### src/rtl/top_write_back.sv
`default_nettype none
// ============================================================================
// Module      : top_write_back
// Description : Write-back stage of the pipelined MIPS. It holds the MEM/WB
//               pipeline register, aligns and sign/zero-extends load data,
//               and selects the ALU or memory result for the register-file
//               write port. It also tracks program termination (HALT) and
//               counts executed cycles for the debug unit.
//               Optional cycle counter: define WB_CONTADOR_CICLOS_EN to
//               build it. When the macro is undefined, o_contador_ciclos
//               is tied to 0.
// Revision    : 1.0 - initial release
// ============================================================================
module top_write_back #(
    parameter int CANT_REGISTROS                  = 32,
    parameter int CANT_BITS_REGISTROS             = 32,
    parameter int CANT_BITS_SELECT_BYTES_MEM_DATA = 3,
    parameter int CANT_BITS_CONTADOR              = 32
) (
    input  logic                                       i_clock,
    input  logic                                       i_soft_reset,
    input  logic                                       i_enable_pipeline,
    input  logic                                       i_RegWrite,
    input  logic                                       i_MemtoReg,
    input  logic [$clog2(CANT_REGISTROS)-1:0]          i_registro_destino,
    input  logic                                       i_halt_detected,
    input  logic [CANT_BITS_REGISTROS-1:0]             i_data_alu,
    input  logic [CANT_BITS_REGISTROS-1:0]             i_data_mem,
    input  logic [CANT_BITS_SELECT_BYTES_MEM_DATA-1:0] i_select_bytes_mem_datos,
    output logic                                       o_RegWrite,
    output logic [$clog2(CANT_REGISTROS)-1:0]          o_registro_destino,
    output logic [CANT_BITS_REGISTROS-1:0]             o_data_write_reg,
    output logic                                       o_halt_detected,
    output logic [CANT_BITS_CONTADOR-1:0]              o_contador_ciclos,
    output logic                                       o_soft_reset_ack
);

    localparam int c_BITS_DESTINO = $clog2(CANT_REGISTROS);

    // Load-type encodings; anything not listed behaves as a full-word load.
    localparam logic [CANT_BITS_SELECT_BYTES_MEM_DATA-1:0] c_SEL_LW  = 'd0;
    localparam logic [CANT_BITS_SELECT_BYTES_MEM_DATA-1:0] c_SEL_LB  = 'd1;
    localparam logic [CANT_BITS_SELECT_BYTES_MEM_DATA-1:0] c_SEL_LH  = 'd2;
    localparam logic [CANT_BITS_SELECT_BYTES_MEM_DATA-1:0] c_SEL_LBU = 'd3;
    localparam logic [CANT_BITS_SELECT_BYTES_MEM_DATA-1:0] c_SEL_LHU = 'd4;

    typedef enum logic [0:0] {
        ST_RUN    = 1'b0,
        ST_HALTED = 1'b1
    } state_t;

    state_t r_state;
    state_t w_state_next;

    // MEM/WB pipeline register fields
    logic                                       r_regwrite;
    logic                                       r_memtoreg;
    logic [c_BITS_DESTINO-1:0]                  r_registro_destino;
    logic                                       r_halt;
    logic [CANT_BITS_REGISTROS-1:0]             r_data_alu;
    logic [CANT_BITS_REGISTROS-1:0]             r_data_mem;
    logic [CANT_BITS_SELECT_BYTES_MEM_DATA-1:0] r_select;
    logic                                       r_soft_reset_ack;

    logic                           w_run;
    logic                           w_latch_en;
    logic [1:0]                     w_offset;
    logic [7:0]                     w_byte;
    logic [15:0]                    w_half;
    logic [CANT_BITS_REGISTROS-1:0] w_mem_aligned;

    assign w_run      = (r_state == ST_RUN);
    assign w_latch_en = i_enable_pipeline && w_run;

    // FSM state register; reset always forces RUN, even when a halt is pending
    always_ff @(posedge i_clock) begin
        if (i_soft_reset) begin
            r_state <= ST_RUN;
        end else begin
            r_state <= w_state_next;
        end
    end

    // Next state: a latched HALT entry moves to HALTED, which holds until reset
    always_comb begin
        w_state_next = r_state;
        case (r_state)
            ST_RUN:    if (r_halt) w_state_next = ST_HALTED;
            ST_HALTED: w_state_next = ST_HALTED;
            default:   w_state_next = ST_RUN;
        endcase
    end

    // MEM/WB latch; advances only while running and the pipeline is enabled
    always_ff @(posedge i_clock) begin
        if (i_soft_reset) begin
            r_regwrite         <= 1'b0;
            r_memtoreg         <= 1'b0;
            r_registro_destino <= '0;
            r_halt             <= 1'b0;
            r_data_alu         <= '0;
            r_data_mem         <= '0;
            r_select           <= '0;
        end else if (w_latch_en) begin
            r_regwrite         <= i_RegWrite;
            r_memtoreg         <= i_MemtoReg;
            r_registro_destino <= i_registro_destino;
            r_halt             <= i_halt_detected;
            r_data_alu         <= i_data_alu;
            r_data_mem         <= i_data_mem;
            r_select           <= i_select_bytes_mem_datos;
        end
    end

    // Reset acknowledge: one-cycle echo of every sampled reset
    always_ff @(posedge i_clock) begin
        r_soft_reset_ack <= i_soft_reset;
    end

    assign w_offset = r_data_alu[1:0];

    // Byte/halfword extraction from the little-endian word
    always_comb begin
        w_byte = r_data_mem[7:0];
        case (w_offset)
            2'd0:    w_byte = r_data_mem[7:0];
            2'd1:    w_byte = r_data_mem[15:8];
            2'd2:    w_byte = r_data_mem[23:16];
            2'd3:    w_byte = r_data_mem[31:24];
            default: w_byte = r_data_mem[7:0];
        endcase
        w_half = w_offset[1] ? r_data_mem[31:16] : r_data_mem[15:0];
    end

    // Load extension by load type; unknown selectors fall back to a full word
    always_comb begin
        w_mem_aligned = r_data_mem;
        case (r_select)
            c_SEL_LW:  w_mem_aligned = r_data_mem;
            c_SEL_LB:  w_mem_aligned = {{(CANT_BITS_REGISTROS-8){w_byte[7]}}, w_byte};
            c_SEL_LH:  w_mem_aligned = {{(CANT_BITS_REGISTROS-16){w_half[15]}}, w_half};
            c_SEL_LBU: w_mem_aligned = {{(CANT_BITS_REGISTROS-8){1'b0}}, w_byte};
            c_SEL_LHU: w_mem_aligned = {{(CANT_BITS_REGISTROS-16){1'b0}}, w_half};
            default:   w_mem_aligned = r_data_mem;
        endcase
    end

    // The HALT entry itself never writes, and $0 is never written
    assign o_RegWrite         = r_regwrite && (r_registro_destino != '0) && w_run && !r_halt;
    assign o_registro_destino = r_registro_destino;
    assign o_data_write_reg   = r_memtoreg ? w_mem_aligned : r_data_alu;
    assign o_halt_detected    = (r_state == ST_HALTED);
    assign o_soft_reset_ack   = r_soft_reset_ack;

`ifdef WB_CONTADOR_CICLOS_EN
    logic [CANT_BITS_CONTADOR-1:0] r_contador;

    // Executed-cycle counter; saturates instead of wrapping, frozen once halted
    always_ff @(posedge i_clock) begin
        if (i_soft_reset) begin
            r_contador <= '0;
        end else if (i_enable_pipeline && w_run && (r_contador != '1)) begin
            r_contador <= r_contador + 1'b1;
        end
    end

    assign o_contador_ciclos = r_contador;
`else
    assign o_contador_ciclos = '0;
`endif

endmodule
`default_nettype wire

### config.mk
export PLATFORM = sky130hd
export DESIGN_NAME = top_write_back
export DESIGN_NICKNAME = d
export VERILOG_FILES = /design/src/rtl/top_write_back.sv
export SDC_FILE = /design/constraint.sdc
export NUM_CORES = 1
export LEC_CHECK = 0
export CORE_ASPECT_RATIO = 0.8
export CORE_MARGIN = 5
export CORE_UTILIZATION = 30
export CTS_BUF_LIST = sky130_fd_sc_hd__clkbuf_4
export DETAILED_ROUTE_END_ITERATION = 12
export HOLD_SLACK_MARGIN = 0.12
export MAX_ROUTING_LAYER = met4
export RECOVER_POWER = 50
export SLEW_MARGIN = 25
export SYNTH_ARGS = -nofsm -noshare
export SYNTH_HDL_FRONTEND = slang
export SYNTH_SLANG_ARGS = --single-unit
### constraint.sdc
create_clock -name i_clock -period 1.68 [get_ports i_clock]
set_input_delay 0.168 -clock i_clock [delete_from_list [all_inputs] [get_ports i_clock]]
set_output_delay 0.168 -clock i_clock [all_outputs]
set_load 0.01 [all_outputs]
== Word-level counts from Yosys, hierarchy flattened ==
Cells that the tools add are included.
Widths: inputs -> output; s select.

* $add $sub $neg: 0
* Equal/unequal tests: 7
* Bitwise gates (word level): 1
* Magnitude comparators: 0
* $mul: 0
* Mux-type cells: 6
* Shift operators: 0
* Reduce and logical (&&, ||, !) cells: 7
* Divide/modulo/power cells: 0

{| class="wikitable"
|+ Operators with widths
! operator !! count
|-
| $pmux 32 s4 || 1
|-
| $mux 32 || 1
|-
| $pmux 8 s4 || 1
|-
| $mux 16 || 1
|-
| $eq 3x2->1 const B || 2
|-
| $reduce_bool 5->1 || 1
|-
| $eq 2x2->1 const B || 2
|-
| $logic_and 1x1->1 || 4
|-
| $eq 3x1->1 const B || 1
|-
| $eq 3x3->1 const B || 1
|-
| $eq 2x1->1 const B || 1
|-
| $logic_not 2->1 || 1
|-
| $pmux 1 s2 || 1
|-
| $logic_not 1->1 || 1
|-
| $mux 1 || 1
|-
| $not 1->1 || 1
|}

* Latch bits: 0
* Bits in read-only memories: 0
* Word-level logic and storage cells: 30
* Memories kept: 0
* Memory bits (writable): 0
* Input bits: 78
* Bits in registers: 77

== Logic depth before layout (Yosys ltp) ==
* Depth in word-level cells: 4
* Depth in mapped cells: 7

== Worst setup path before layout ==
OpenSTA, ideal clock, no wires.

* Path kind: reg2out
* From: register r_data_alu[1]
* To: output o_data_write_reg[21]
* Slack: 125 ps
* Cell stages (with the launch flop): 6
* Data required time: 1512 ps
* Arrival: 1387 ps
* Path through: dfxtp_1 -> mux2_2 -> nand2_1 -> a31oi_4 -> buf_6 -> a221o_1

* Cells in the longest elaborated chain, start to end: 4
* Elaborated cells between the ends (all ways): 8
* Those cells by class: eq/ne: 3; mux: 4; reduce/logical: 1

{| class="wikitable"
|+ RTL lines
! item !! RTL line !! RTL
|-
| from (decl) || 60 || <nowiki>logic [CANT_BITS_REGISTROS-1:0] r_data_alu;</nowiki>
|-
| from (signal assigned) || 109 || <nowiki>r_data_alu <= i_data_alu;</nowiki>
|-
| $eq 2x2->1, or another cell as far along || 125 || <nowiki>case (w_offset)</nowiki>
|-
| $pmux 8 s4 || 125 ||
|-
| $pmux 32 s4 * || 138 || <nowiki>case (r_select)</nowiki>
|-
| $mux 32 * || 151 || <nowiki>assign o_data_write_reg = r_memtoreg ? w_mem_aligned : r_data_alu;</nowiki>
|-
| to (decl) || 32 || <nowiki>output logic [CANT_BITS_REGISTROS-1:0] o_data_write_reg,</nowiki>
|}

Mark *: on every way between the ends. The rest lies on a longest branch, timed or not.

== Worst setup path after layout ==
* From: register r_select[1]
* To: output o_data_write_reg[7]

* Cells in the longest elaborated chain, start to end: 3
* Elaborated cells between the ends (all ways): 6
* Those cells by class: eq/ne: 4; mux: 2

{| class="wikitable"
|+ RTL lines
! item !! RTL line !! RTL
|-
| from (decl) || 62 || <nowiki>logic [CANT_BITS_SELECT_BYTES_MEM_DATA-1:0] r_select;</nowiki>
|-
| from (signal assigned) || 111 || <nowiki>r_select <= i_select_bytes_mem_datos;</nowiki>
|-
| $eq 3x3->1, or another cell as far along || 138 ||
|-
| $pmux 32 s4 * || 138 ||
|-
| $mux 32 * || 151 ||
|}

Marks and branches as above.

==> summary.txt <==
Final layout
  – Syn-to-layout area delta: 48.6%
  – Fill count: 1306
  – Commonest non-fill, non-tap cell in the layout: nand2_1
  – Post-Layout Inst Area: 5970 um2
  – Commonest cells after routing, fill and taps aside: nand2_1 (168), a21oi_1 (88), clkdlybuf4s50_1 (83)
  – Diodes inserted: 0
  – Util after Layout: 45.9%
  – Share of cells above drive strength 1: 23.3%
  – Nets: 760
  – Finished Layout Cells: 862

Yosys
  – Synth Register Bits: 77
  – Syn. warnings: 0
  – Mapped cell area: 4020 um2
  – Syn_area_per_cell: 7.49 um2
  – Register area share after synthesis: 38.4%
  – Netlist cell types: 39
  – Synth Instances: 536

Timing
  – Total negative slack: -15010 ps
  – Period minus WS final: 2230 ps
  – Period utilisation layout: 133%
  – Tightest Pin Transition: 1580 ps
  – # setup viols final: 32
  – Layout Skew: 10.6 ps
  – Final Hold Fails: 0
  – Fmax: 449 MHz
  – Slew HR: -5.50%
  – RSZ-0062 raised after global routing: true
  – Min Hold Slack: 264 ps
  – Final-report max-slew violation count: 78
  – Post-route setup slack: -547 ps

Floorplanning
  – Site Rows: 37
  – I/O Pins: 150
  – Die Ht: 113 um
  – Initial core utilization: 30.9%
  – Die X: 139 um
  – Die ar.: 15800 um2
  – Core Footprint: 13000 um2

Drt
  – DRT Pass-1 Iters: 5
  – Met2 wire len: 6700 um
  – Wirelength per Cell: 16.1 um
  – Routed vias/inst: 4.87
  – Vias: 4195
  – Met3 routed WL: 852 um
  – Initial drt markers: 353
  – Met1 Wirelength: 6170 um
  – Post-route ant nets: 0
  – Top Metal Used: met4
  – Remaining DRCs: 0
  – Post-Route WL: 13900 um

Clock network
  – Hold_buf cts: 0
  – Clk sinks: 77
  – Htree depth: 3
  – Max clock buf depth: 2
  – Clock root buffer: clkbuf_4
  – CTS tree: yes
  – CTS buffer count: 9
  – Clk_lat worst skew: 440 ps
  – Worst-path clk slew: 130 ps

Status
  – Failing checks: capacitance limit, slew limit, setup timing
  – Run status: complete, but fails checks

Job
  – Max cap viols: 1

Pwr
  – Peak VDD IR: 0.421 mV
  – Pwr Density: 698 nW/um2
  – Design Power: 4.17 mW
  – Leak: 2.35 nW

Critical path
  – Startpoint Class: register
  – Crit Path Class: reg -> out
  – Max Fanout on Critical Path: 5
  – CP Capture Type: output port
  – Worst Path Arrival: 2060 ps
  – CP required: 1510 ps

GRT
  – GRT Residual Overflow: 0
  – First-pass GRT wire length: 21500 um
  – Initial antenna violation count: 0
  – Largest net degree at the start of global routing: 78
  – Vias in the first global route: 4053
  – GRT Overall Usage: 17.4%

Place
  – Port-buffer cells: 117
  – Pre-CTS setup slack: -505 ps
  – Post-place instance area: 5540 um2
  – Final Wtd Congestion: 0.869
  – Dpl cells: 834
  – Post-DP HPWL: 9900 um

Hold path
  – Hold WC Path Type: in -> reg
==> cells in the mapped netlist, drive strengths merged <==
master	n	share of area [%]
mux2i	7	1.7
nand2	169	16
a211o	1	0.22
conb	1	0.093
mux2	2	0.65
nor2b	4	0.62
nor4	1	0.16
o211ai	1	0.53
a31o	8	1.7
and2	1	0.16
nor3	5	0.75
nand4bb	1	0.28
a221o	16	4.0
nand4b	1	0.37
a32oi	8	1.7
a41oi	8	1.7
clkbuf	23	2.2
dfxtp	77	38
nor2	22	2.3
o21ai	2	0.25
nand3	8	1.0
buf	55	9.6
nor3b	2	0.37
inv	1	0.093
a21oi	88	11
a21o	1	0.19
a31oi	8	1.6
nand2b	10	1.6
o21a	1	0.19
a22oi	2	0.37
nand3b	2	0.37
==> what timing repair did <==
action	CTS	global route
endpoints found under the setup margin	33	34
resized for setup	179	13
hold endpoints to repair	0	0
gates cloned	3	0
buffers inserted	6	3
pin swaps	19	14
==> metal layers <==
| layer | global-route usage [%] | vias up |
|---|---|---|
| met5 | - | - |
| met4 | 3.78 | 0 |
| li1 | - | 2070 |
| met1 | 23.2 | 1975 |
| met2 | 27.6 | 139 |
| met3 | 3.48 | 11 |
==> state kept, by name, summed over array words and instances (netlist names), 3 cells and up <==
register	cells
r_select	3
r_data_alu	32
r_data_mem	32
o_registro_destino	5
==> cells by family after synthesis <==
group | count (synthesis) | share of synthesized area [%]
AO/OA/AOI/OAI | 144 | 23.6
AND/OR/NAND/NOR | 226 | 23.7
buffers and inverters | 79 | 11.8
multiplexers | 9 | 2.40
other | 1 | 0.0934
flip-flops | 77 | 38.4
==> worst paths after layout <==
check | endpoint | slack (ps) | from | depth (start not counted)
worst max-delay path | o_data_write_reg[7] | -550 | r_select[1] | 7
worst min-delay path | r_data_alu[25] | 260 | i_data_alu[25] | 3
worst max register to register | r_select[1] | 490 | o_halt_detected | 4
worst min register to register | r_data_mem[3] | 460 | r_data_mem[3] | 2
==> critical path, stage by stage, from the launching register on <==
cell             delay, ps
dfxtp_4                390
buf_12                 140
buf_4                  130
nor3b_2                170
mux2i_1                230
nor2_1                  80
a211o_1                250
clkdlybuf4s15_2        240
==> layout make-up <==
| class | instances | area (um2) | area share [%] |
|---|---|---|---|
| multi-input combinational | 411 | 2380 | 39.9 |
| timing repair buffer | 182 | 1700 | 28.5 |
| sequential | 77 | 1560 | 26.1 |
| tap | 175 | 219 | 3.67 |
| clock buffer | 10 | 75.1 | 1.26 |
| clock inverter | 6 | 30.0 | 0.503 |
| inverter | 1 | 3.75 | 0.0629 |
==> where the power goes <==
group | switching, mW | internal [mW] | leakage (nW)
Sequential | 0.103 | 1.94 | 0.638
Clock | 0.648 | 0.304 | 0.0610
Combinational | 0.566 | 0.605 | 1.65
Total | 1.32 | 2.85 | 2.35
Note: power is estimated with default switching activity, not from simulation.
